[src/rtl/shift_out.sv]
// shift_out: parallel-to-serial transmitter; sends a WIDTH-bit word one bit per clock
// with a valid strobe, then raises a sticky done flag.
module shift_out #(
    parameter int WIDTH     = 24,
    parameter int CNT_W     = 6,
    parameter bit MSB_FIRST = 1'b1
) (
    input  logic             clk,
    input  logic             reset,
    input  logic             sp,
    input  logic [WIDTH-1:0] p_parallel,
    output logic             p_out,
    output logic             p_valid,
    output logic             busy,
    output logic             fp
);
    typedef enum logic [1:0] {IDLE = 2'd0, SHIFTING = 2'd1, DONE = 2'd2} state_t;
    localparam logic [CNT_W-1:0] LAST = CNT_W'(WIDTH - 1);
    state_t             state_q;
    logic [WIDTH-1:0]   shreg_q;
    logic [CNT_W-1:0]   count_q;
    logic               sp_q;
    logic               start;
    // sp_q resets high so a request held through reset cannot start a word
    assign start = sp & ~sp_q;
    always_ff @(posedge clk or posedge reset) begin
        if (reset) begin
            state_q <= IDLE;
            shreg_q <= '0;
            count_q <= '0;
            sp_q    <= 1'b1;
            p_out   <= 1'b0;
            p_valid <= 1'b0;
            busy    <= 1'b0;
            fp      <= 1'b0;
        end else begin
            sp_q <= sp;
            case (state_q)
                IDLE, DONE: if (start) begin
                    shreg_q <= p_parallel;
                    count_q <= '0;
                    state_q <= SHIFTING;
                    fp      <= 1'b0;
                    p_valid <= 1'b1;
                    busy    <= 1'b1;
                    p_out   <= MSB_FIRST ? p_parallel[WIDTH-1] : p_parallel[0];
                end
                SHIFTING: if (count_q == LAST) begin
                    state_q <= DONE;
                    p_out   <= 1'b0;
                    p_valid <= 1'b0;
                    busy    <= 1'b0;
                    fp      <= 1'b1;
                end else begin
                    count_q <= count_q + 1'b1;
                    shreg_q <= MSB_FIRST ? shreg_q << 1 : shreg_q >> 1;
                    p_out   <= MSB_FIRST ? shreg_q[WIDTH-2] : shreg_q[1];
                end
                default: begin
                    state_q <= IDLE;
                    p_out   <= 1'b0;
                    p_valid <= 1'b0;
                    busy    <= 1'b0;
                    fp      <= 1'b0;
                end
            endcase
        end
    end
endmodule

[config.mk]
export PLATFORM = sky130hd
export DESIGN_NAME = shift_out
export DESIGN_NICKNAME = d
export VERILOG_FILES = /design/src/rtl/shift_out.sv
export SDC_FILE = /design/constraint.sdc
export NUM_CORES = 1
export LEC_CHECK = 0
export BUFFER_PORTS_ARGS = -buffer_cell sky130_fd_sc_hd__buf_2
export CAP_MARGIN = 20
export CORE_AREA = 3 3 61 63
export CTS_BUF_LIST = sky130_fd_sc_hd__clkbuf_4
export CTS_CLUSTER_SIZE = 10
export DETAILED_ROUTE_END_ITERATION = 10
export DIE_AREA = 0 0 64 66
export GPL_TIMING_DRIVEN = 0
export PLACE_DENSITY_LB_ADDON = 0.05
export SETUP_SLACK_MARGIN = 0.3
export SLEW_MARGIN = 20
export SYNTH_ARGS = -nofsm -noshare
export SYNTH_HDL_FRONTEND = slang
export SYNTH_SLANG_ARGS = --single-unit
[constraint.sdc]
create_clock -name clk -period 4.2 [get_ports clk]
set_input_delay 0.84 -clock clk [delete_from_list [all_inputs] [get_ports clk]]
set_output_delay 0.84 -clock clk [all_outputs]
set_load 0.05 [all_outputs]
Word level (Yosys, flattened, before mapping) --
Cells that the tools add are included.
Storage, ports and cells: flip-flop bits (word level) 35, input bits 27
Operators by class: $add $sub $neg 1, equal/unequal tests 6, multiplexer cells 18, bitwise logic cells 2, reductions and logical operators 5
Operators by type and width (number):
- $mux W23 | 2
- $pmux W23 S2 | 1
- $mux W6 | 2
- $pmux W6 S2 | 1
- $add A6 B1 Y6 const B | 1
- $eq A6 B5 Y1 const B | 1
- $mux W1 | 6
- $ne A2 B2 Y1 const B | 3
- $pmux W1 S2 | 3
- $mux W2 | 2
- $pmux W2 S2 | 1
- $reduce_and A3 Y1 | 1
- $eq A2 B1 Y1 const B | 1
- $eq A2 B2 Y1 const B | 1
- $logic_not A2 Y1 | 1
- $reduce_and A2 Y1 | 1
- $reduce_bool A2 Y1 | 1
- $reduce_or A2 Y1 | 1
- $and A1 B1 Y1 | 1
- $not A1 Y1 | 1

Longest topological paths before layout --
depth in word-level cells 4, mapped depth 6, gate-level depth less buffers 4

Least setup slack after synthesis --
No wires, ideal clock.
kind input-to-reg, start input port sp, end register shreg_q[10], setup time 123 ps, data arrival time 1645 ps, slack 2432 ps, cell stages on the path 4, path buffers 1, path through nor3b_2 -> clkbuf_1 -> nand2b_1 -> o221a_2
Between the ends: longest elaborated chain between the ends 3
Ends and longest elaborated chain:
- from (decl) | RTL line 10 | input logic sp,
- $and A1 B1 Y1 | RTL line 25 | assign start = sp & ~sp_q;
- $ne A2 B2 Y1 (no line)
- $reduce_and A3 Y1 (no line)
- to (signal assigned) | RTL line 40 | shreg_q <= p_parallel;
- to (signal assigned) | RTL line 56 | shreg_q <= MSB_FIRST ? shreg_q << 1 : shreg_q >> 1;
- to (decl) | RTL line 20 | logic [WIDTH-1:0] shreg_q;
No other way between the ends. A chain may end at the register's enable or synchronous reset.

==> results.md <==
- Skew-Pair Late Insertion Delay: 0.34 ns
- Die height: 66 um
- Largest cells by area after synthesis: dfrtp_1 (51%), o221a_2 (15%), nand2b_1 (7.7%)
- Clock root buffer master: clkbuf_4
- Longest Clk Path Bufs: 2
- Peak supply drop: 0.326 mV
- CP max-delay cell: dfrtp_1
- Total Wirelength: 3110 um
- Finished Cell Area: 1900 sq um
- Setup Buffers After CTS: 0
- Max Fanout on Critical Path: 3
- CP Buf/Inv Count: 2
- Routed WL per cell: 14.6 um
- Syn Inst Count: 129
- Setup TNS: 0 ns
- Max cap viols: 0
- Hold_buf cts: 0
- Antenna Nets Post-Route: 0
- Synthesized area: 1620 sq um
- RD Place Congestion: 0.726
- WP depth: 2
- Io pins: 31
- Initial core utilization: 49.2%
- Inserted Diodes: 0
- Worst Reg-to-Reg Cells: 5
- DR DRC count: 0
- Vias: 1,172
- FF+latch count, synth: 34
- Synth warnings: 0
- Number of synthesized flops with an enable pin: 0
- Worst path max stage delay: 0.39 ns
- Core Area: 3280 sq um
- CP required: 3.36 ns
- Post-DP HPWL: 2270 um
- Setup CP Type: reg -> out
- Largest area contributor in the netlist: dfrtp_1
- Worst-Margin Slew: 0.698 ns
- Row cnt: 21
- CP top delay family: flip-flops
- Worst hold path type: reg -> reg
- Setup violators final: 0
- Leakage: 0.803 nW
- Total Nets Final: 194
- Synth Flop Type: dfrtp_1
- Grt ovf: 0
- PwrDens: 756 nW/um^2
- Hold path cells: 1
- Chip Width: 64 um
- Post-CTS resize count: 0
- Number of port buffers: 30
- Headroom to the max-slew limit: 53.4%
- Cts bufs inserted: 5
- Syn_nets: 157
- Placed Area: 1820 sq um
- Global-route wire length before repair: 5460 um
- Yosys top cell area share: 51.1%
- Vias per cell: 5.50
- Final count of pins violating max slew: 0
- Share of post-route cells with drive strength above 1: 44.3%
- Async S/R FF share, synth: 100%
- Worst path arrival time: 1.04 ns
- CTS tree: yes
- Vias in the first global route: 1,152
- CTS clk-pin slew, worst paths: 0.09 ns
- Full die area: 4220 sq um
- Commonest cells in the netlist: dfrtp_1 (33), o221a_2 (22), nand2b_1 (20)
- Largest net degree at the start of global routing: 35
- DR iter-0 viols: 75
- Period utilisation layout: 44.8%
- Antenna violations before repair: 0
- R2R setup slack: 2.47 ns
- Area Overhead vs Synth: 17.7%
- Status: completed
- Gr usage total: 16.8%
- Avg Cell Area, Syn: 12.5 sq um
- Final Hold Fails: 0
- Clock tree sinks: 34
- TritonRoute pass-1 iters: 4
- Critical Path Start Type: flop
- Minimum clock period: 1.88 ns
- Cell chain of the critical path: buf_4, buf_2
- Count leader, synth: dfrtp_1
- Seq/Total Area, Yosys: 52.7%
- Clk_skew: 0.0191 ns
- Unique masters post-synth: 36
- H-tree depth: 2
- Fmax: 532 MHz
- Unrepaired setup endpoints after global routing: no
- CP endpoint kind: output port
-- metrics by stage --
step                utilization, %  hold WS (ns)  setup WS (ns)  cells  power (mW)
floorplan                        -         0.479           2.43    129        1.08
global placement              55.5         0.491           2.03    205        1.18
detailed placement            55.5         0.513           2.03    205        1.21
CTS                           57.9         0.528           2.30    213        1.45
global route                  57.9         0.546           2.21    213        1.54
finish                        57.9         0.518           2.32    213        1.44
-- layer usage --
metal / wire length, um / GRT usage, % / up-vias
met4: 46 / 6.47 / 0
met5: 0 / 0 / -
met2: 1480 / 26.8 / 42
li1: - / - / 559
met3: 192 / 4.93 / 7
met1: 1390 / 21.5 / 564
-- area by class of cell --
type                       count  area (sq um)
inverter                       2          7.51
clock inverter                 2          33.8
clock buffer                   6          45.0
timing repair buffer          30           150
fill                         302          1380
sequential                    34           852
tap                           46          57.6
multi-input combinational     83           674
buffer                        10          82.6
-- report_power, final --
part / switching, mW / internal, mW / total (mW)
clock: 0.106 / 0.130 / 0.237
sequential: 0.0914 / 0.475 / 0.567
combinational: 0.304 / 0.330 / 0.634
-- cell families after synthesis --
kind of cell / share of synthesized area (%)
buffers and inverters: 5.57
DFF: 52.7
adders and majority gates: 0.774
AOI/OAI and AO/OA: 22.5
muxes: 1.86
and+or+nand+nor: 16.6
-- flip-flops by register name, summed over array words and instances (netlist names) --
name / flops
p_out: 1
fp: 1
state_q: 1
busy: 1
count_q: 6
shreg_q: 23
sp_q: 1
-- final timing paths --
| path | startpoint | endpoint |
|---|---|---|
| max | busy | p_valid |
| min | count_q[0] | count_q[0] |
| max reg2reg | count_q[0] | count_q[1] |
| min reg2reg | count_q[0] | count_q[0] |
| max in group asynchronous | reset | count_q[4] |
| min in group asynchronous | reset | shreg_q[13] |
-- worst register-to-register path, cell delays in order (launching register included) --
cell and delay, ns:
dfrtp_1 0.40, ha_1 0.24, nand4b_1 0.19, o21ai_2 0.34
buf_2 0.29, mux2i_1 0.20
-- placed cells by master, fill, tap and decap left out, types with 2 or more instances in the layout --
| master | instances |
|---|---|
| o221a_2 | 22 |
| buf_6 | 2 |
| nand3_1 | 2 |
| clkbuf_4 | 6 |
| nand2b_1 | 20 |
| or2b_1 | 4 |
| dfrtp_1 | 33 |
| nand2_1 | 4 |
| clkbuf_1 | 2 |
| or4_1 | 2 |
| buf_8 | 2 |
| buf_2 | 32 |
| o21ai_0 | 2 |
| mux2i_1 | 3 |
| a21oi_1 | 6 |
Note: power is estimated with default switching activity, not from simulation.
